--- src/rtl/arp_pkg.sv ---
// Shared ARP constants, payload byte offsets and parser state encoding.
package arp_pkg;

  localparam logic [15:0] ARP_HTYPE_ETH  = 16'h0001;
  localparam logic [15:0] ARP_PTYPE_IPV4 = 16'h0800;
  localparam logic [7:0]  ARP_HLEN       = 8'd6;
  localparam logic [7:0]  ARP_PLEN       = 8'd4;
  localparam logic [15:0] ARP_OP_REQ     = 16'd1;
  localparam logic [15:0] ARP_OP_REP     = 16'd2;

  localparam logic [4:0] ARP_OFF_HTYPE = 5'd0;
  localparam logic [4:0] ARP_OFF_PTYPE = 5'd2;
  localparam logic [4:0] ARP_OFF_HLEN  = 5'd4;
  localparam logic [4:0] ARP_OFF_PLEN  = 5'd5;
  localparam logic [4:0] ARP_OFF_OPER  = 5'd6;
  localparam logic [4:0] ARP_OFF_SHA   = 5'd8;
  localparam logic [4:0] ARP_OFF_SPA   = 5'd14;
  localparam logic [4:0] ARP_OFF_THA   = 5'd18;
  localparam logic [4:0] ARP_OFF_TPA   = 5'd24;
  localparam logic [4:0] ARP_OFF_END   = 5'd27;

  typedef enum logic [2:0] {
    S_IDLE, S_HDR, S_SHA, S_SPA, S_THA, S_TPA, S_DECIDE, S_DRAIN
  } arp_state_t;

  // Parser state that owns the byte at payload index idx.
  function automatic arp_state_t arp_field_state(input logic [4:0] idx);
    if (idx < ARP_OFF_SHA)      return S_HDR;
    else if (idx < ARP_OFF_SPA) return S_SHA;
    else if (idx < ARP_OFF_THA) return S_SPA;
    else if (idx < ARP_OFF_TPA) return S_THA;
    else                        return S_TPA;
  endfunction

endpackage

--- src/rtl/arp_cache.sv ---
// N-entry IP->MAC binding store with match/allocate/replace writes and a registered lookup port.
module arp_cache
  import arp_pkg::*;
#(
  parameter int P_CACHE_DEPTH = 4,
  parameter int P_CACHE_AW    = 2
) (
  input  logic        i_clk,
  input  logic        i_rst_n,
  input  logic        i_wr_en,
  input  logic        i_wr_alloc,
  input  logic [31:0] i_wr_ip,
  input  logic [47:0] i_wr_mac,
  input  logic [31:0] i_lookup_ip,
  input  logic        i_lookup_valid,
  output logic [47:0] o_lookup_mac,
  output logic        o_lookup_hit,
  output logic        o_lookup_done
);

  logic [31:0]              r_ip  [P_CACHE_DEPTH];
  logic [47:0]              r_mac [P_CACHE_DEPTH];
  logic [P_CACHE_DEPTH-1:0] r_vld;
  logic [P_CACHE_AW-1:0]    r_ptr;

  logic                  w_match, w_free, w_lk_hit, w_wr_do;
  logic [P_CACHE_AW-1:0] w_match_idx, w_free_idx, w_wr_idx;
  logic [47:0]           w_lk_mac;

  // Lowest index wins for both the write match and the first free slot.
  always_comb begin
    w_match     = 1'b0;
    w_match_idx = '0;
    w_free      = 1'b0;
    w_free_idx  = '0;
    w_lk_hit    = 1'b0;
    w_lk_mac    = '0;
    for (int unsigned i = 0; i < P_CACHE_DEPTH; i++) begin
      if (r_vld[i] && r_ip[i] == i_wr_ip && !w_match) begin
        w_match     = 1'b1;
        w_match_idx = P_CACHE_AW'(i);
      end
      if (!r_vld[i] && !w_free) begin
        w_free     = 1'b1;
        w_free_idx = P_CACHE_AW'(i);
      end
      if (r_vld[i] && r_ip[i] == i_lookup_ip && !w_lk_hit) begin
        w_lk_hit = 1'b1;
        w_lk_mac = r_mac[i];
      end
    end
    w_wr_idx = w_match ? w_match_idx : (w_free ? w_free_idx : r_ptr);
    w_wr_do  = i_wr_en && (w_match || i_wr_alloc);
  end

  always_ff @(posedge i_clk or negedge i_rst_n) begin
    if (!i_rst_n) begin
      for (int unsigned i = 0; i < P_CACHE_DEPTH; i++) begin
        r_ip[i]  <= '0;
        r_mac[i] <= '0;
      end
      r_vld <= '0;
      r_ptr <= '0;
    end else if (w_wr_do) begin
      r_ip[w_wr_idx]  <= i_wr_ip;
      r_mac[w_wr_idx] <= i_wr_mac;
      r_vld[w_wr_idx] <= 1'b1;
      if (!w_match && !w_free)
        r_ptr <= (r_ptr == P_CACHE_AW'(P_CACHE_DEPTH - 1)) ? '0 : r_ptr + 1'b1;
    end
  end

  always_ff @(posedge i_clk or negedge i_rst_n) begin
    if (!i_rst_n) begin
      o_lookup_done <= 1'b0;
      o_lookup_hit  <= 1'b0;
      o_lookup_mac  <= '0;
    end else begin
      o_lookup_done <= i_lookup_valid;
      o_lookup_hit  <= i_lookup_valid && w_lk_hit;
      o_lookup_mac  <= (i_lookup_valid && w_lk_hit) ? w_lk_mac : '0;
    end
  end

endmodule

--- src/rtl/arp_rx_cache.sv ---
// ARP payload receiver: validates, filters on local IP, fills arp_cache and triggers replies.
// Define ARP_RX_GRATUITOUS_EN to accept gratuitous ARPs as update-only cache refreshes.
module arp_rx_cache
  import arp_pkg::*;
#(
  parameter logic [31:0] P_LOCAL_IP    = {8'd192, 8'd168, 8'd1, 8'd2},
  parameter int          P_CACHE_DEPTH = 4,
  parameter int          P_CACHE_AW    = 2,
  parameter int          P_DROP_CNT_W  = 16
) (
  input  logic                    i_clk,
  input  logic                    i_rst_n,
  input  logic [31:0]             i_local_ip,
  input  logic                    i_local_ip_valid,
  input  logic [7:0]              i_mac_data,
  input  logic                    i_mac_last,
  input  logic                    i_mac_valid,
  output logic [47:0]             o_target_mac,
  output logic [31:0]             o_target_ip,
  output logic [15:0]             o_target_op,
  output logic                    o_target_valid,
  output logic                    o_trig_reply,
  input  logic [31:0]             i_lookup_ip,
  input  logic                    i_lookup_valid,
  output logic [47:0]             o_lookup_mac,
  output logic                    o_lookup_hit,
  output logic                    o_lookup_done,
  output logic [P_DROP_CNT_W-1:0] o_drop_cnt
);

  arp_state_t  r_state, w_state_nx;
  logic [7:0]  r_data;
  logic        r_last, r_valid, r_last27, r_bad, r_wr_alloc;
  logic [4:0]  r_cnt, w_idx;
  logic [31:0] r_local_ip, r_spa, w_tpa;
  logic [47:0] r_sha;
  logic [23:0] r_tpa;
  logic [15:0] r_oper;
  logic        w_fresh, w_take, w_decide, w_abort, w_byte_bad, w_acc, w_grat;

  always_ff @(posedge i_clk or negedge i_rst_n) begin
    if (!i_rst_n) begin
      r_data     <= '0;
      r_last     <= 1'b0;
      r_valid    <= 1'b0;
      r_local_ip <= P_LOCAL_IP;
    end else begin
      r_data  <= i_mac_data;
      r_last  <= i_mac_last;
      r_valid <= i_mac_valid;
      if (i_local_ip_valid) r_local_ip <= i_local_ip;
    end
  end

  always_ff @(posedge i_clk or negedge i_rst_n) begin
    if (!i_rst_n) r_state <= S_IDLE;
    else          r_state <= w_state_nx;
  end

  // A frame whose byte 27 carried last frees the parser in S_DECIDE, so a
  // back-to-back frame's byte 0 is taken there just as it would be in S_IDLE.
  always_comb begin
    w_fresh    = (r_state == S_IDLE) || (r_state == S_DECIDE && r_last27);
    w_idx      = w_fresh ? '0 : r_cnt;
    w_state_nx = r_state;
    w_take     = 1'b0;
    w_decide   = 1'b0;
    w_abort    = 1'b0;
    if (w_fresh || r_state inside {S_HDR, S_SHA, S_SPA, S_THA, S_TPA}) begin
      if (!r_valid) begin
        w_state_nx = S_IDLE;
        w_abort    = !w_fresh;
      end else begin
        w_take = 1'b1;
        if (w_idx == ARP_OFF_END) begin
          w_decide   = 1'b1;
          w_state_nx = S_DECIDE;
        end else if (r_last) begin
          w_abort    = 1'b1;
          w_state_nx = S_IDLE;
        end else begin
          w_state_nx = arp_field_state(w_idx + 5'd1);
        end
      end
    end else if (r_state == S_DECIDE) begin
      w_state_nx = (r_valid && !r_last) ? S_DRAIN : S_IDLE;
    end else if (r_state == S_DRAIN) begin
      if (!r_valid || r_last) w_state_nx = S_IDLE;
    end
  end

  always_comb begin
    w_byte_bad = 1'b0;
    case (w_idx)
      ARP_OFF_HTYPE:         w_byte_bad = r_data != ARP_HTYPE_ETH[15:8];
      ARP_OFF_HTYPE + 5'd1:  w_byte_bad = r_data != ARP_HTYPE_ETH[7:0];
      ARP_OFF_PTYPE:         w_byte_bad = r_data != ARP_PTYPE_IPV4[15:8];
      ARP_OFF_PTYPE + 5'd1:  w_byte_bad = r_data != ARP_PTYPE_IPV4[7:0];
      ARP_OFF_HLEN:          w_byte_bad = r_data != ARP_HLEN;
      ARP_OFF_PLEN:          w_byte_bad = r_data != ARP_PLEN;
      ARP_OFF_OPER:          w_byte_bad = r_data != 8'h00;
      ARP_OFF_OPER + 5'd1:   w_byte_bad = !({r_oper[7:0], r_data} == ARP_OP_REQ ||
                                            {r_oper[7:0], r_data} == ARP_OP_REP);
      default:               w_byte_bad = 1'b0;
    endcase
  end

  assign w_tpa = {r_tpa, r_data};
  assign w_acc = !r_bad && (w_tpa == r_local_ip);
`ifdef ARP_RX_GRATUITOUS_EN
  assign w_grat = !r_bad && (r_spa == w_tpa) && (w_tpa != r_local_ip);
`else
  assign w_grat = 1'b0;
`endif

  always_ff @(posedge i_clk or negedge i_rst_n) begin
    if (!i_rst_n) begin
      r_cnt          <= '0;
      r_bad          <= 1'b0;
      r_last27       <= 1'b0;
      r_oper         <= '0;
      r_sha          <= '0;
      r_spa          <= '0;
      r_tpa          <= '0;
      r_wr_alloc     <= 1'b0;
      o_target_mac   <= '0;
      o_target_ip    <= '0;
      o_target_op    <= '0;
      o_target_valid <= 1'b0;
      o_trig_reply   <= 1'b0;
      o_drop_cnt     <= '0;
    end else begin
      r_cnt <= w_take ? w_idx + 5'd1 : '0;
      if (w_take) begin
        r_bad <= (w_fresh ? 1'b0 : r_bad) | w_byte_bad;
        if (w_idx == ARP_OFF_OPER || w_idx == ARP_OFF_OPER + 5'd1)
          r_oper <= {r_oper[7:0], r_data};
        if (w_idx >= ARP_OFF_SHA && w_idx < ARP_OFF_SPA) r_sha <= {r_sha[39:0], r_data};
        if (w_idx >= ARP_OFF_SPA && w_idx < ARP_OFF_THA) r_spa <= {r_spa[23:0], r_data};
        if (w_idx >= ARP_OFF_TPA && w_idx < ARP_OFF_END) r_tpa <= {r_tpa[15:0], r_data};
      end
      if (w_decide) r_last27 <= r_last;
      o_target_valid <= w_decide && (w_acc || w_grat);
      o_trig_reply   <= w_decide && w_acc && (r_oper == ARP_OP_REQ);
      if (w_decide && (w_acc || w_grat)) begin
        o_target_mac <= r_sha;
        o_target_ip  <= r_spa;
        o_target_op  <= r_oper;
        r_wr_alloc   <= w_acc;
      end
      if ((w_abort || (w_decide && !w_acc && !w_grat)) && o_drop_cnt != '1)
        o_drop_cnt <= o_drop_cnt + 1'b1;
    end
  end

  // Cache writes from the registered outputs, one cycle after they appear,
  // so a lookup issued while o_target_valid is high sees the old contents.
  arp_cache #(
    .P_CACHE_DEPTH (P_CACHE_DEPTH),
    .P_CACHE_AW    (P_CACHE_AW)
  ) u_cache (
    .i_clk          (i_clk),
    .i_rst_n        (i_rst_n),
    .i_wr_en        (o_target_valid),
    .i_wr_alloc     (r_wr_alloc),
    .i_wr_ip        (o_target_ip),
    .i_wr_mac       (o_target_mac),
    .i_lookup_ip    (i_lookup_ip),
    .i_lookup_valid (i_lookup_valid),
    .o_lookup_mac   (o_lookup_mac),
    .o_lookup_hit   (o_lookup_hit),
    .o_lookup_done  (o_lookup_done)
  );

endmodule

--- config.mk ---
export PLATFORM = sky130hd
export DESIGN_NAME = arp_rx_cache
export DESIGN_NICKNAME = d
export VERILOG_FILES = /design/src/rtl/arp_pkg.sv /design/src/rtl/arp_cache.sv /design/src/rtl/arp_rx_cache.sv
export SDC_FILE = /design/constraint.sdc
export NUM_CORES = 1
export LEC_CHECK = 0
export CELL_PAD_IN_SITES_DETAIL_PLACEMENT = 0
export CELL_PAD_IN_SITES_GLOBAL_PLACEMENT = 1
export CORE_MARGIN = 3
export CORE_UTILIZATION = 44
export CTS_CLUSTER_DIAMETER = 100
export CTS_CLUSTER_SIZE = 28
export DETAILED_ROUTE_END_ITERATION = 8
export GPL_ROUTABILITY_DRIVEN = 0
export PLACE_DENSITY_LB_ADDON = 0.1
export SYNTH_ARGS = -nofsm -noshare
export SYNTH_HDL_FRONTEND = slang
export SYNTH_SLANG_ARGS = --single-unit
--- constraint.sdc ---
create_clock -name i_clk -period 2.96 [get_ports i_clk]
set_input_delay 0.888 -clock i_clk [delete_from_list [all_inputs] [get_ports i_clk]]
set_output_delay 0.888 -clock i_clk [all_outputs]
set_load 0.03 [all_outputs]
==> results of run 1 <==
-- kinds of logic after synthesis --
group / count (synthesis)
DFF: 663
and+or+nand+nor: 456
xor gates and xnor gates: 306
buffers and inverters: 154
adders and majority gates: 6
muxes: 574
AOI/OAI and AO/OA: 139
-- metal layers --
layer / global-route usage (%) / routed length [microns]
met3: 4.69 / 5540
met4: 8.17 / 3350
met1: 35.6 / 42100
met5: 0 / 36
met2: 39.9 / 44500
-- report_power, final --
part	switching [mW]	leakage, nW	internal (mW)	total, mW
Combinational	0.555	10.1	0.398	0.953
Sequential	0.0920	9.11	9.15	9.24
Clock	3.15	0.490	2.17	5.32
Total	3.80	19.7	11.7	15.5
-- worst paths after layout --
kind | startpoint | end | slack (ns) | depth (start not counted)
setup / recovery | o_target_ip[20] | u_cache.r_mac[137] | -0.31 | 10
hold / removal | i_rst_n | u_cache.r_ip[117] | 0.12 | 1
setup reg to reg | o_target_ip[20] | u_cache.r_mac[137] | -0.31 | 10
hold reg to reg | o_drop_cnt[9] | o_drop_cnt[9] | 0.50 | 1
max in group asynchronous | i_rst_n | o_target_ip[11] | 1.84 | 2
min in group i_clk | o_drop_cnt[9] | o_drop_cnt[9] | 0.50 | 1
-- cell usage after synthesis, drive strengths merged (2+ instances only) --
cell type | instances | share of area [%]
nand4 | 40 | 0.83
xor2 | 191 | 5.6
o21a | 2 | 0.050
buf | 70 | 1.7
o21ai | 59 | 1.0
mux2 | 574 | 22
nor3 | 21 | 0.35
and3 | 56 | 1.2
nor4b | 10 | 0.29
nor2 | 27 | 0.34
nand4b | 4 | 0.12
and2 | 53 | 1.1
a21oi | 5 | 0.083
or2 | 2 | 0.042
nor2b | 4 | 0.083
nor4 | 68 | 1.4
o211ai | 2 | 0.050
and4b | 2 | 0.067
or3 | 2 | 0.042
inv | 11 | 0.14
xnor2 | 115 | 3.4
nand2b | 4 | 0.083
clkbuf | 73 | 0.91
nand3 | 21 | 0.35
ha | 6 | 0.25
dfrtp | 656 | 55
nor3b | 5 | 0.12
a31oi | 53 | 1.1
a41oi | 2 | 0.083
o2111ai | 2 | 0.14
or4 | 5 | 0.15
o22ai | 2 | 0.042
dfstp | 7 | 0.61
nand2 | 131 | 1.6
o221ai | 3 | 0.20
-- registers in the layout, indices dropped and copies added (netlist names), 2 cells and up --
register              count
r_local_ip               32
o_target_ip              32
r_tpa                    24
r_spa                    32
o_drop_cnt               16
u_cache.o_lookup_mac     48
o_target_mac             48
r_data                    8
u_cache.r_vld             4
r_state                   3
r_cnt                     5
u_cache.r_ptr             2
u_cache.r_mac           192
r_sha                    48
r_oper                   16
o_target_op              16
u_cache.r_ip            128
-- stage by stage --
stage	TNS, ns	cells	util [%]	total power, mW	cell area (sq um)
floorplan	0	2298	-	9.75	30100
detailed placement	-134.28	3546	52.7	10.4	35500
CTS	-61.23	3643	56.2	15.7	37900
global route	-102.62	3674	58.9	16.1	39700
finish	-82.95	3674	58.9	15.5	39700
global placement	-137.29	3546	52.7	10.4	35500
-- worst reg2reg max path, stage by stage (launching register included) --
cell       delay [ns]
dfrtp_2          0.53
xor2_4           0.21
nor4_2           0.32
nand4_1          0.26
or4_4            0.65
buf_6            0.17
a41oi_4          0.18
o2111ai_4        0.16
buf_12           0.19
clkbuf_16        0.20
mux2_4           0.31
-- repair_timing --
action,4_1_cts,5_1_grt
gates cloned,18,22
pin swaps,52,90
setup endpoints to repair,385,394
setup buffers,25,18
resized for setup,186,257
-- layout make-up --
type,count,area (sq um)
clock inverters,14,180
repair buffers,592,6700
fillers,5342,27700
inverters,11,41.3
multi-input cells,1481,14200
clock buffers,40,830
well taps,873,1090
flip-flops and latches,663,16600
==> flow_summary.json, run 1 <==
{
  "layout_commonest_cell": "dfrtp_1",
  "end_kind": "flop",
  "crit_path_max_incr_delay_ns": 0.65,
  "routedWlPerCell_microns": 26.0,
  "cap_violations": 0,
  "place_hpwl_microns": 62400,
  "syn2layout_area_growth_pct": 32.1,
  "violations": "negative setup slack",
  "post-route-period-util_pct": 110,
  "dieHeight_microns": 267,
  "power_leakage_nw": 19.7,
  "yosysUniqueCellTypes": 56,
  "grt_pass1_vias": 21193,
  "yosys.area_share.simple_pct": 8.23,
  "setup_slack_ns": -0.305,
  "cts_max_level": 1,
  "grt_pass1_wl_microns": 136000,
  "run_status": "finished, violations left",
  "io_pins": 242,
  "path_clk_slew_ns": 0.11,
  "preCtsSetupSlack_ns": -1.12,
  "num_rows": 95,
  "yosys.area_share.adder_pct": 0.250,
  "drive_gt1_share_pct": 41.3,
  "synth.net_count": 2382,
  "dr.pass1.iters": 5,
  "numCtsBuffers": 31,
  "clockBufferDepth": 3,
  "grt_setup_unrepaired": "yes",
  "core_area_sq_mm": 0.0674,
  "critPathTopFamily": "simple AND/OR/NAND/NOR gates",
  "start_util_pct": 44.6,
  "synth_top_family_by_area": "multiplexers",
  "gr-total-overflow": 0,
  "yosysSeqAreaShare_pct": 55.3,
  "cts_sinks": 663,
  "antennaDiodeCount": 0,
  "synthXorXnorAreaFrac_pct": 8.92,
  "critPathKind": "reg2reg",
  "synth.avg_cell_area_sq_um": 13.1,
  "p_per_area_mw_per_mm2": 391,
  "fp.dieArea_sq_mm": 0.0714,
  "synth_edf_count": 0,
  "die_width_microns": 267,
  "via_per_inst": 5.57,
  "ys_warn_count": 0,
  "syn_area_sq_mm": 0.0300,
  "path_max_fanout": 8,
  "hp-class": "in2async",
  "muxShareOfSynthArea_pct": 21.6,
  "final-max-slew-violation-count": 0,
  "maxSlewHeadroom_pct": 54.7,
  "hold_viol": 0,
  "cts_tree": "yes",
  "cts_hold_buf": 0,
  "portBuffers": 241,
  "worstPathCellList": "xor2_4 -> nor4_2 -> nand4_1 -> or4_4 -> buf_6 -> a41oi_4 -> o2111ai_4 -> buf_12 -> clkbuf_16 -> mux2_4",
  "insertion_delay_ns": 0.65,
  "track_usage_pct": 25.3,
  "slowest_stage": "or4_4",
  "skew_ns": 0.0298,
  "drc": 0,
  "ys_ff_latch": 663,
  "final_nets": 2864,
  "final_cell_mix": "638 x dfrtp_1, 470 x mux2_2, 222 x buf_4",
  "antenna_left": 0,
  "drtIter0Drc": 1616,
  "finalSetupViolCount": 365,
  "clock-root-buffer": "clkbuf_16",
  "tightestPinTransition_ns": 0.675,
  "synth-compound-area-share_pct": 3.01,
  "antenna_found_initial": 3,
  "layout_min_cycle_time_ns": 3.27,
  "max_freq_ghz": 0.306,
  "ir_drop_uv": 461,
  "crit_buf_inv": 3,
  "ys.flop_type": "dfrtp_1",
  "start_kind": "flop",
  "drt-total-wl_microns": 95500,
  "dr_total_vias": 20459,
  "grt_max_degree": 113,
  "critPathArrivalTime_ns": 3.80,
  "crit_required_ns": 3.50,
  "async_reset_ff_share_pct": 100,
  "fin_hold_ws_ns": 0.119,
  "synth_cells": 2298
}
Power figures use the tool's default switching activity.
==> inputs of run 2 (changes only) <==
--- a/config.mk
+++ b/config.mk
@@ -5,6 +5,7 @@
 export SDC_FILE = /design/constraint.sdc
 export NUM_CORES = 1
 export LEC_CHECK = 0
+export CAP_MARGIN = 0
 export CELL_PAD_IN_SITES_DETAIL_PLACEMENT = 0
 export CELL_PAD_IN_SITES_GLOBAL_PLACEMENT = 1
 export CORE_MARGIN = 3
==> constraint.sdc (replaced) <==
create_clock -name i_clk -period 2.66 [get_ports i_clk]
set_input_delay 0.798 -clock i_clk [delete_from_list [all_inputs] [get_ports i_clk]]
set_output_delay 0.798 -clock i_clk [all_outputs]
set_load 0.03 [all_outputs]
==> flow_summary.json, run 2 (same netlist as run 1, synthesis figures left out) <==
{
  "timing.setup.tns_ns": -182.10,
  "clockBufferDepth": 3,
  "slowest_stage": "dfrtp_2",
  "dr_total_vias": 20850,
  "hold_viol": 0,
  "p_per_area_mw_per_mm2": 428,
  "dp.cells": 3638,
  "largest_reg_flops": 192,
  "place_hpwl_microns": 64300,
  "cts_max_level": 1,
  "cts_sinks": 663,
  "register_area_sq_mm": 0.0166,
  "drc": 0,
  "grt_setup_unrepaired": "yes",
  "final_cell_mix": "632 x dfrtp_1, 415 x mux2_2, 316 x buf_4",
  "grt_pass1_wl_microns": 140000,
  "io_pins": 242,
  "final_nets": 2964,
  "gr-total-overflow": 0,
  "insertion_delay_ns": 0.64,
  "critPathArrivalTime_ns": 3.75,
  "post-route-period-util_pct": 122,
  "numCtsBuffers": 30,
  "grt_max_degree": 90,
  "drt-total-wl_microns": 94400,
  "dr.pass1.iters": 6,
  "maxSlewHeadroom_pct": 57.4,
  "grt_pass1_vias": 21475,
  "ir_drop_uv": 510,
  "routedWlPerCell_microns": 25.0,
  "layout.cells.non_filler": 3771,
  "layout_commonest_cell": "dfrtp_1",
  "drtIter0Drc": 1536,
  "clock-root-buffer": "clkbuf_16",
  "critPathTopFamily": "simple AND/OR/NAND/NOR gates",
  "drive_gt1_share_pct": 42.4,
  "run_status": "finished, violations left",
  "start_kind": "flop",
  "core_area_sq_mm": 0.0674,
  "syn2layout_area_growth_pct": 33.4,
  "via_per_inst": 5.53,
  "fp.dieArea_sq_mm": 0.0714,
  "tightestPinTransition_ns": 0.634,
  "crit_buf_inv": 3,
  "portBuffers": 241,
  "top_register": "u_cache.r_mac",
  "antenna_left": 0,
  "violations": "negative setup slack",
  "multi_input_area_sq_mm": 0.0139,
  "final-max-slew-violation-count": 0,
  "crit_required_ns": 3.16,
  "cpMostUsedCell": "buf_4",
  "power_leakage_nw": 20.1,
  "layout_min_cycle_time_ns": 3.25,
  "skew_ns": 0.0300,
  "end_kind": "flop",
  "cts_tree": "yes",
  "crit_path_max_incr_delay_ns": 0.48,
  "reg_top3": "u_cache.r_mac (192), u_cache.r_ip (128)",
  "path_clk_slew_ns": 0.10,
  "num_rows": 95,
  "path_max_fanout": 14,
  "fill_cells": 5348,
  "worstPathCellList": "xnor2_1 -> buf_4 -> nand4_1 -> nor4_1 -> and4b_1 -> nor3_1 -> o2111ai_4 -> buf_4 -> buf_8 -> mux2_2",
  "critPathKind": "reg2reg",
  "start_util_pct": 44.6,
  "dieHeight_microns": 267,
  "cap_violations": 0,
  "max_freq_ghz": 0.308,
  "finalSetupViolCount": 482,
  "hp-class": "in2async",
  "antenna_found_initial": 1,
  "track_usage_pct": 25.8,
  "antennaDiodeCount": 0,
  "die_width_microns": 267,
  "setup_slack_ns": -0.587
}
==> run 2: changes by cell type in the layout (fill, tap and decap cells not counted), sizes merged <==
cell / delta
inv: -3
clkdlybuf4s15: +1
buf: +111
clkinv: -3
bufbuf: +1
clkbuf: -8
dlygate4sd2: +12
clkdlybuf4s50: +11
dlymetal6s2s: -25
==> run 2: metrics by stage <==
stage	worst slack [ns]	cell area (sq um)	hold WS [ns]	power, mW	utilization [%]
floorplan	-0.149	30700	0.440	10.9	-
global placement	-1.47	36600	0.458	11.6	54.4
detailed placement	-1.47	36600	0.462	11.6	54.4
CTS	-0.504	39500	0.0496	17.3	58.6
global route	-0.648	40100	0.0610	17.8	59.5
finish	-0.587	40100	0.0712	17.2	59.5
==> run 2: metal layers <==
| metal | vias up | wire length, microns | track usage [%] |
|---|---|---|---|
| li1 | 9244 | - | - |
| met4 | 2 | 2790 | 6.11 |
| met5 | - | 13 | 0 |
| met1 | 10862 | 42100 | 37.1 |
| met2 | 597 | 43500 | 41.2 |
| met3 | 145 | 5980 | 4.11 |
==> run 2: cell type report <==
cell class	instances	share of cell area, %
Inverter	11	0.109
Sequential cell	663	41.5
Clock buffer	42	2.04
Multi-Input combinational cell	1481	34.7
Clock inverter	8	0.346
Timing Repair Buffer	693	18.6
Tap cell	873	2.72
==> run 2: power breakdown <==
part / switching (mW) / internal, mW
clock network: 3.42 / 2.34
registers: 0.0969 / 10.2
logic: 0.638 / 0.464
total: 4.16 / 13.0
==> run 2: what timing repair did <==
action / 4_1_cts / 5_1_grt
buffers inserted: 43 / 10
resized for setup: 253 / 61
setup endpoints to repair: 491 / 560
hold buffers: 0 / 0
pin swaps: 129 / 1
cloned: 23 / 10
==> run 2: final timing paths <==
kind / endpoint / cells past startpoint / start / slack (ns)
max: u_cache.r_ip[87] / 10 / o_target_ip[5] / -0.59
min: u_cache.r_ip[117] / 1 / i_rst_n / 0.07
max reg2reg: u_cache.r_ip[87] / 10 / o_target_ip[5] / -0.59
min reg2reg: r_wr_alloc / 1 / r_wr_alloc / 0.49
max in group asynchronous: o_target_ip[5] / 2 / i_rst_n / 1.67
min in group i_clk: r_wr_alloc / 1 / r_wr_alloc / 0.49
==> inputs of run 3 (changes only) <==
--- a/config.mk
+++ b/config.mk
@@ -11,7 +11,7 @@
 export CORE_MARGIN = 3
 export CORE_UTILIZATION = 44
 export CTS_CLUSTER_DIAMETER = 100
-export CTS_CLUSTER_SIZE = 28
+export CTS_CLUSTER_SIZE = 10
 export DETAILED_ROUTE_END_ITERATION = 8
 export GPL_ROUTABILITY_DRIVEN = 0
 export PLACE_DENSITY_LB_ADDON = 0.1
==> flow_summary.json, run 3 (same netlist as run 1, synthesis figures left out) <==
{
  "violations": "negative setup slack",
  "layout_commonest_cell": "dfrtp_1",
  "critPathKind": "reg2reg",
  "drtIter0Drc": 1513,
  "critPathArrivalTime_ns": 3.72,
  "top_register": "u_cache.r_mac",
  "end_kind": "flop",
  "r2r_start": "o_target_ip[4]",
  "final_nets": 3004,
  "crit_path_max_incr_delay_ns": 0.47,
  "clock-root-buffer": "clkbuf_16",
  "layout.cells.non_filler": 3814,
  "crit_buf_inv": 4,
  "portBuffers": 241,
  "start_kind": "flop",
  "power_leakage_nw": 20.5,
  "dr.pass1.iters": 5,
  "switchingPower_mw": 4.74,
  "fill_cells": 5250,
  "fp.dieArea_sq_mm": 0.0714,
  "final_cell_mix": "632 x dfrtp_1, 424 x mux2_2, 321 x buf_4",
  "multi_input_area_sq_mm": 0.0138,
  "register_area_sq_mm": 0.0166,
  "cap_violations": 0,
  "p_int_mw": 15.9,
  "reg_top3": "u_cache.r_mac (192), u_cache.r_ip (128)",
  "drive_gt1_share_pct": 42.1,
  "finalSetupViolCount": 457,
  "dp.cells": 3638,
  "r2r-end": "u_cache.r_mac[111]",
  "utilization_pct": 60.6,
  "track_usage_pct": 26.2,
  "antennaDiodeCount": 0,
  "antenna_found_initial": 2,
  "cts_tree": "yes",
  "io_pins": 242,
  "grt_pass1_wl_microns": 140000,
  "cts_max_level": 3,
  "timing.setup.tns_ns": -179.24,
  "path_max_fanout": 7,
  "slowest_stage": "dfrtp_2",
  "cts_hold_buf": 0,
  "comb_power_share_pct": 5.3,
  "place_hpwl_microns": 64300,
  "num_rows": 95,
  "crit_start": "o_target_ip[4]",
  "gr-total-overflow": 0,
  "numCtsBuffers": 76,
  "start_util_pct": 44.6,
  "die_width_microns": 267,
  "grt_max_degree": 90,
  "seqPwrFrac_pct": 50.0,
  "maxSlewHeadroom_pct": 56.9,
  "crit_required_ns": 3.14,
  "routedWlPerCell_microns": 25.1,
  "hold_viol": 0,
  "p_per_area_mw_per_mm2": 505,
  "drc": 0,
  "syn2layout_area_growth_pct": 35.8,
  "critPathTopFamily": "simple AND/OR/NAND/NOR gates",
  "dieHeight_microns": 267,
  "r2r_setup_slack_ns": -0.58,
  "drt-total-wl_microns": 95700,
  "ff2ff_path_depth": 11,
  "grt_pass1_vias": 21897,
  "tightestPinTransition_ns": 0.642,
  "cts_sinks": 663,
  "final-max-slew-violation-count": 0,
  "power.share.clock_pct": 44.7,
  "post-route-period-util_pct": 122,
  "hp-class": "in2async",
  "worstPathCellList": "buf_4 -> xor2_1 -> nor4_2 -> nand4_1 -> or3_4 -> a41oi_4 -> o2111ai_4 -> buf_12 -> buf_16 -> clkbuf_16 -> mux2_2",
  "largest_reg_flops": 192,
  "layout_min_cycle_time_ns": 3.24,
  "dpl_cell_area_sq_mm": 0.0366,
  "ir_drop_uv": 565,
  "via_per_inst": 5.53,
  "dr_total_vias": 21098,
  "core_area_sq_mm": 0.0674,
  "insertion_delay_ns": 0.61,
  "final_design_area_no_fill_sq_mm": 0.0408,
  "setup_slack_ns": -0.579,
  "max_freq_ghz": 0.309,
  "run_status": "finished, violations left",
  "skew_ns": 0.0221,
  "grt_setup_unrepaired": "yes",
  "worst-path-stages": 11,
  "swShare_pct": 23.0,
  "clockBufferDepth": 3,
  "crit_end": "u_cache.r_mac[111]",
  "antenna_left": 0,
  "path_clk_slew_ns": 0.06
}
## run 3: cell count changes in the layout (fill, tap and decap cells not counted), moves of 7 or more
cell           change
buf_12            -16
nor4_2             +7
and2_4            -13
mux2_2             +9
dlygate4sd2_1      -8
and2_1            +13
clkbuf_16         +50
mux2_4             -8
o21ai_2            -8
nand2_1           +13
buf_16             -7
nand2_2           -13
## run 3: power by group through the flow
stage	registers [mW]	logic [mW]	clock network (mW)
final	10.3	1.10	9.22
after global routing	10.3	1.19	9.84
after CTS	10.3	1.11	9.46
after detailed placement	10.5	1.10	0
after global placement	10.5	1.09	0
after floorplan	10.5	0.305	0
## run 3: area by class of cell
class                           instances  area share (%)
Timing Repair Buffer                  686            17.6
Clock inverter                          5           0.178
Sequential cell                       663            40.7
Tap cell                              873            2.68
Inverter                               11           0.107
Multi-Input combinational cell       1482            33.8
Clock buffer                           94            4.88
## run 3: routing by layer
layer  part of all wire, %  track usage, %  wire (microns)
met1                    43            36.0           41300
met2                    46            40.9           44100
met3                   7.0            6.06            6700
met4                   3.8            9.01            3630
met5                 0.014               0              13
## run 3: worst min path at each step
stage / startpoint / to / slack (ns) / cells after the start
finish: i_rst_n / u_cache.r_ip[117] / 0.11 / 1
CTS: i_rst_n / u_cache.r_ip[117] / 0.09 / 1
floorplan: r_wr_alloc / r_wr_alloc / 0.44 / 1
detailed placement: r_wr_alloc / r_wr_alloc / 0.46 / 1
global placement: r_wr_alloc / r_wr_alloc / 0.46 / 1
global route: i_rst_n / u_cache.r_ip[117] / 0.11 / 1
## run 3: worst register-to-register path: stages, from the launching register on
cell and delay [ns]:
dfrtp_2 0.47, buf_4 0.20, xor2_1 0.19, nor4_2 0.33, nand4_1 0.25, or3_4 0.46, a41oi_4 0.26, o2111ai_4 0.15
buf_12 0.19, buf_16 0.17, clkbuf_16 0.17, mux2_2 0.26
## run 3: timing repair
| action | 4_1_cts | 5_1_grt |
|---|---|---|
| endpoints found under the setup margin | 477 | 535 |
| setup buffers | 35 | 17 |
| resized for setup | 164 | 109 |
| cloned | 17 | 18 |
| hold endpoints to repair | 0 | 0 |
| pin swaps | 64 | 19 |
## run 3: stage by stage
stage	setup WS, ns	power [mW]	hold slack, ns
after floorplan	-0.149	10.9	0.440
after global placement	-1.47	11.6	0.458
after detailed placement	-1.47	11.6	0.462
after CTS	-0.474	20.9	0.0903
after global routing	-0.617	21.3	0.111
final	-0.579	20.6	0.108
==> edit 1: new RTL, settings of run 2 <==
Put a register stage on the output `o_lookup_mac`, cleared by the reset. The value now appears one clock later. The other outputs are not delayed to match.
--- a/src/rtl/arp_rx_cache.sv
+++ b/src/rtl/arp_rx_cache.sv
@@ -27,6 +27,8 @@
   output logic                    o_lookup_done,
   output logic [P_DROP_CNT_W-1:0] o_drop_cnt
 );
+
+  logic [47:0] o_lookup_mac_d;
 
   arp_state_t  r_state, w_state_nx;
   logic [7:0]  r_data;
@@ -167,10 +169,18 @@
     .i_wr_mac       (o_target_mac),
     .i_lookup_ip    (i_lookup_ip),
     .i_lookup_valid (i_lookup_valid),
-    .o_lookup_mac   (o_lookup_mac),
+    .o_lookup_mac   (o_lookup_mac_d),
     .o_lookup_hit   (o_lookup_hit),
     .o_lookup_done  (o_lookup_done)
   );
 
+  always_ff @(posedge i_clk or negedge i_rst_n) begin
+    if (!i_rst_n) begin
+      o_lookup_mac <= '0;
+    end else begin
+      o_lookup_mac <= o_lookup_mac_d;
+    end
+  end
+
 endmodule
 
Behaviour: same outputs for any inputs over 4 cycles, from zero or initial values and one cycle with i_rst_n low; that may be too few to reach the edited logic, so the function may still have changed.
==> edit 1 against run 2 <==
- the run still ends with setup timing left
- first-iteration DRC count is 5.2% lower
- worst setup slack better by 0.0041 ns
- total power is 7.9% higher
- routed wire length is 3.2% higher
- critical path type unchanged
- final area is 3.5% higher
- sequential cell count is 48 higher
- largest cell class unchanged
- synthesized area is 3.7% higher
==> edit 1: results (changes against run 2) <==
| Metric | Value |
|---|---|
| Final nets | `2950 (-0.47%)` |
| Largest net degree at the start of global routing | `87 (-3.3%)` |
| Post-Place Cells | `3674 (+0.99%)` |
| Worst-Margin Slew | `0.524 ns (-0.110 ns)` |
| CP max FO | `7 (-7)` |
| Arr. time, crit path | `3.72 ns (-0.03 ns)` |
| Setup TNS | `-152.58 ns (+29.52 ns)` |
| Skew final | `0.0220 ns (-0.00807 ns)` |
| Initial antenna violation count | `0 (-1)` |
| Critical Path Start | `o_target_ip[24]` |
| Worst hold slack | `0.124 ns (+0.0527 ns)` |
| Vias in the first global route | `21204 (-1.3%)` |
| Met3 WL | `5960 µm (-0.23%)` |
| Syn avg cell area | `13.5 µm² (+3.6%)` |
| Status | `complete, but fails checks` |
| Grt met1 use | `0.346 (-0.0249)` |
| Total CTS buffers | `34 (+13%)` |
| Max Used Layer | `met4` |
| Place WS | `-0.987 ns (+0.485 ns)` |
| Total routed wirelength | `97500 µm (+3.2%)` |
| Final WS setup | `-0.583 ns (+0.00412 ns)` |
| Failing checks | `setup timing` |
| Lkg Pwr | `20.2 nW (+0.80%)` |
| Netlist cell types | `51 (-8.9%)` |
| Via-to-Cell Ratio | `5.40 (-2.4%)` |
| Peak supply drop | `0.470 mV (-7.9%)` |
| Syn nets | `2384 (+0.084%)` |
| WL met2 | `45200 µm (+3.9%)` |
| Synth cell count leaders | `dfrtp_1 (704), mux2_2 (493), xnor2_1 (166)` |
| DRT Pass-1 Iters | `5 (-1)` |
| Post-placement cell area | `0.0373 mm² (+1.8%)` |
| M3 GR Usage | `0.0447 (+0.00368)` |
| First-pass GRT wire length | `136000 µm (-2.6%)` |
| GRT Util Overall | `0.243 (-0.0149)` |
| Detailed Place HPWL | `61800 µm (-3.9%)` |
| Crit path to | `u_cache.r_mac[134]` |
| Final setup vio count | `377 (-22%)` |
| Drt first-iter violations | `1456 (-5.2%)` |
| Clock latency on the worst-skew pair | `0.59 ns (-0.05 ns)` |
[edit 1: cell types whose count changed in the layout (fill, tap and decap cells not counted), moves of 25 or more]
cell	run 2	this run
mux2i_1	0	47
mux2_2	415	351
a21oi_1	5	49
a31oi_1	52	2
mux2_4	146	221
nor4_1	49	23
xnor2_1	108	137
dlymetal6s2s_1	0	29
xor2_1	183	124
o31ai_1	0	38
and3_4	25	0
inv_1	9	58
and2_1	36	3
dfrtp_1	632	673
[edit 1: cell families after synthesis]
group / Yosys count / share of synthesized area
adders and majority gates: 6 / 0.00241
DFF: 711 / 0.572
muxes: 621 / 0.231
and+or+nand+nor: 311 / 0.0509
xor gates and xnor gates: 306 / 0.0860
buffers and inverters: 209 / 0.0301
AOI/OAI and AO/OA: 136 / 0.0281
[edit 1: cell type report]
cell class,instances,area [µm²]
clock inverter,13,189
fill,5499,27800
multi-input combinational,1380,13900
inverter,58,218
tap,931,1160
sequential,711,17800
timing repair buffer,681,7320
clock buffer,39,891
[edit 1: critical path, cell delays in order (launching register included)]
cell	delay [ns]
dfrtp_2	0.53
xor2_2	0.21
nor4_2	0.42
nand4_1	0.26
nor3_2	0.32
or2_4	0.21
a21oi_2	0.04
a2111oi_4	0.31
buf_4	0.20
buf_8	0.14
clkbuf_16	0.17
mux2_4	0.30
[edit 1: power by group]
group	switching (W)	total, W	internal, W	leakage, nW
Sequential	0.000107	0.0110	0.0109	9.76
Clock	0.00362	0.00641	0.00278	0.529
Combinational	0.000619	0.00109	0.000467	9.95
Total	0.00435	0.0185	0.0142	20.2
[edit 1: timing repair]
action,in CTS,in global routing
buffers inserted,21,30
pin swaps,13,40
hold buffers,0,0
endpoints found under the setup margin,416,541
endpoints found under the hold margin,0,0
gates resized for setup,121,287
cloned,19,33
==> edit 2: new RTL, settings of run 2 <==
Without the edit above. The package constant `ARP_HLEN` goes from 8'd6 to 8'd3.
--- a/src/rtl/arp_pkg.sv
+++ b/src/rtl/arp_pkg.sv
@@ -3,7 +3,7 @@
 
   localparam logic [15:0] ARP_HTYPE_ETH  = 16'h0001;
   localparam logic [15:0] ARP_PTYPE_IPV4 = 16'h0800;
-  localparam logic [7:0]  ARP_HLEN       = 8'd6;
+  localparam logic [7:0]  ARP_HLEN       = 8'd3;
   localparam logic [7:0]  ARP_PLEN       = 8'd4;
   localparam logic [15:0] ARP_OP_REQ     = 16'd1;
   localparam logic [15:0] ARP_OP_REP     = 16'd2;
Behaviour: no difference found for any inputs over 4 cycles, from zero or initial values and one cycle with i_rst_n low; that may be too few to reach the edited logic, so the function may still have changed.
==> edit 2 against run 2 <==
- the flow still finishes with violations (setup timing)
- clock skew rose by 0.0061 ns
- maximum frequency down 0.94%
- total power is 0.57% higher
- utilization shrank 2.6 points
- non-clock buffer count fell by 52
- synthesized cell count down 1.3%
- global-route usage decreased by 2.3 points
- worst setup slack got worse by 0.031 ns
- clock power is 1% higher
- sequential cell count is the same
- final area down 3.8%
- final cell count decreased by 2.5%
- routed wire length decreased by 7.6%
- synthesized area increased by 0.92%
- largest cell class unchanged
- highest routed layer is now met4
==> edit 2: results (changes against run 2) <==
| Metric | Value |
|---|---|
| Largest net degree at the start of global routing | `85 (-5.6%)` |
| Via-to-Cell Ratio | `5.30 (-4.2%)` |
| Final nets | `2871 (-3.1%)` |
| Arr. time, crit path | `3.80 ns (+0.05 ns)` |
| CTS max path bufs | `3 (unchanged)` |
| Hold Path Class | `input pin to asynchronous set/reset pin` |
| First-pass GRT wire length | `128000 µm (-8.1%)` |
| Fill cell count | `5577 (+4.3%)` |
| Final setup vio count | `430 (-11%)` |
| CP max FO | `8 (-6)` |
| Synth area leaders | `dfrtp_1 (54%), mux2_2 (18%), xnor2_1 (5.4%), mux2_4 (3.9%), xor2_1 (3.5%)` |
| Skew final | `0.0362 ns (+0.00614 ns)` |
| Clock-pin slew on the worst setup and hold paths | `0.12 ns (+0.02 ns)` |
| Syn nets | `2353 (-1.2%)` |
| R2r worst-path depth | `14 (+4)` |
| Failing checks | `setup timing` |
| FFs w/ async S/R, synth | `1.00 (unchanged)` |
| Proportion of layout cells with a drive suffix above 1 | `0.396 (-0.0284)` |
| Critical Path Start | `o_target_ip[4]` |
| Ant. Diodes | `0 (unchanged)` |
| Synth cell count leaders | `dfrtp_1 (656), mux2_2 (488), xnor2_1 (187)` |
| Initial antenna violation count | `0 (-1)` |
| DRT Pass-1 Iters | `5 (-1)` |
| Biggest registers after layout | `u_cache.r_mac: 192 flops, u_cache.r_ip: 128 flops` |
| Status | `complete, but fails checks` |
| Total CTS buffers | `30 (unchanged)` |
| Setup TNS | `-179.14 ns (+2.96 ns)` |
| Sequential-to-total area share from yosys stat | `0.548 (-0.00504)` |
| Drt first-iter violations | `1411 (-8.1%)` |
| Root buffer cell | `clkbuf_16` |
| Netlist cell types | `57 (+1.8%)` |
| Crit path to | `u_cache.r_mac[32]` |
| Number of buffers added on ports | `241 (unchanged)` |
| Slew margin rel. | `0.629 (+0.0548)` |
| Total routed wirelength | `87200 µm (-7.6%)` |
| Clock latency on the worst-skew pair | `0.64 ns (about the same)` |
| Lkg Pwr | `18.8 nW (-6.6%)` |
| GRT Util Overall | `0.235 (-0.0230)` |
| Peak supply drop | `0.569 mV (+12%)` |
| Detailed Place HPWL | `61800 µm (-4.0%)` |
| Post-placement cell area | `0.0363 mm² (-1.1%)` |
| Final WS setup | `-0.618 ns (-0.0309 ns)` |
| Ys Warns | `0 (unchanged)` |
| Vias in the first global route | `20282 (-5.6%)` |
| H-Tree Depth | `1 (unchanged)` |
edit 2: worst min-delay path by stage:
stage / from / endpoint / slack, ns / cells past startpoint
after floorplan: u_cache.r_mac[38] / u_cache.r_mac[38] / 0.46 / 1
after global placement: u_cache.r_mac[39] / u_cache.r_mac[39] / 0.47 / 1
after detailed placement: u_cache.r_mac[38] / u_cache.r_mac[38] / 0.48 / 1
after CTS: i_rst_n / u_cache.r_ip[121] / 0.08 / 1
after global routing: i_rst_n / u_cache.r_ip[57] / 0.08 / 1
final: i_rst_n / u_cache.r_ip[57] / 0.08 / 1
edit 2: final cells by class:
| cell class | count | share of cell area |
|---|---|---|
| timing repair buffer | 641 | 0.166 |
| inverter | 59 | 0.00574 |
| sequential | 663 | 0.431 |
| clock inverter | 9 | 0.00415 |
| tap | 873 | 0.0283 |
| clock buffer | 39 | 0.0212 |
| multi-input combinational | 1392 | 0.343 |
edit 2: per-layer routing:
| metal | track usage | vias to the layer above | wire length [µm] |
|---|---|---|---|
| met5 | 0 | - | 0 |
| met4 | 0.0490 | 0 | 1730 |
| met3 | 0.0396 | 90 | 4440 |
| met2 | 0.379 | 373 | 40700 |
| met1 | 0.337 | 10151 | 40300 |
| li1 | - | 8859 | - |
edit 2: cell families after synthesis:
logic type	Yosys count	synth area share
adder cells (fa/ha/maj)	6	0.00248
flip-flops	663	0.548
buffers and inverters	214	0.0436
AO/OA/AOI/OAI	134	0.0246
XOR/XNOR	308	0.0890
multiplexers	619	0.238
AND/OR/NAND/NOR	325	0.0551
edit 2: timing repair:
action	in CTS	in global routing
resized for setup	50	136
endpoints found under the setup margin	444	562
pin swaps	9	12
hold endpoints to repair	0	0
cloned	3	15
hold buffers	0	0
setup buffers	6	8
edit 2: critical path: stages (launching register included):
cell     delay [ns]
dfrtp_2        0.56
buf_4          0.20
xnor2_1        0.22
nand4_1        0.18
nor4_2         0.34
nand3_2        0.18
nand3_2        0.13
nand3_4        0.08
buf_6          0.13
buf_6          0.11
nor3_4         0.22
buf_6          0.16
buf_8          0.14
buf_12         0.16
mux2_2         0.35
edit 2: where the power goes:
| group | total [W] | switching (W) | internal [W] | leakage, nW |
|---|---|---|---|---|
| Combinational | 0.00112 | 0.000625 | 0.000493 | 9.19 |
| Sequential | 0.0103 | 0.000114 | 0.0102 | 9.10 |
| Clock | 0.00583 | 0.00339 | 0.00244 | 0.464 |
| Total | 0.0173 | 0.00413 | 0.0131 | 18.8 |
edit 2: through the flow:
step           instances  power (W)  utilization  setup slack (ns)
2_1_floorplan       2269     0.0109            -           -0.0838
3_3_place_gp        3598     0.0116        0.535            -0.961
3_5_place_dp        3598     0.0116        0.535            -0.950
4_1_cts             3655     0.0174        0.555            -0.518
5_1_grt             3676     0.0179        0.569            -0.699
6_report            3676     0.0173        0.569            -0.618
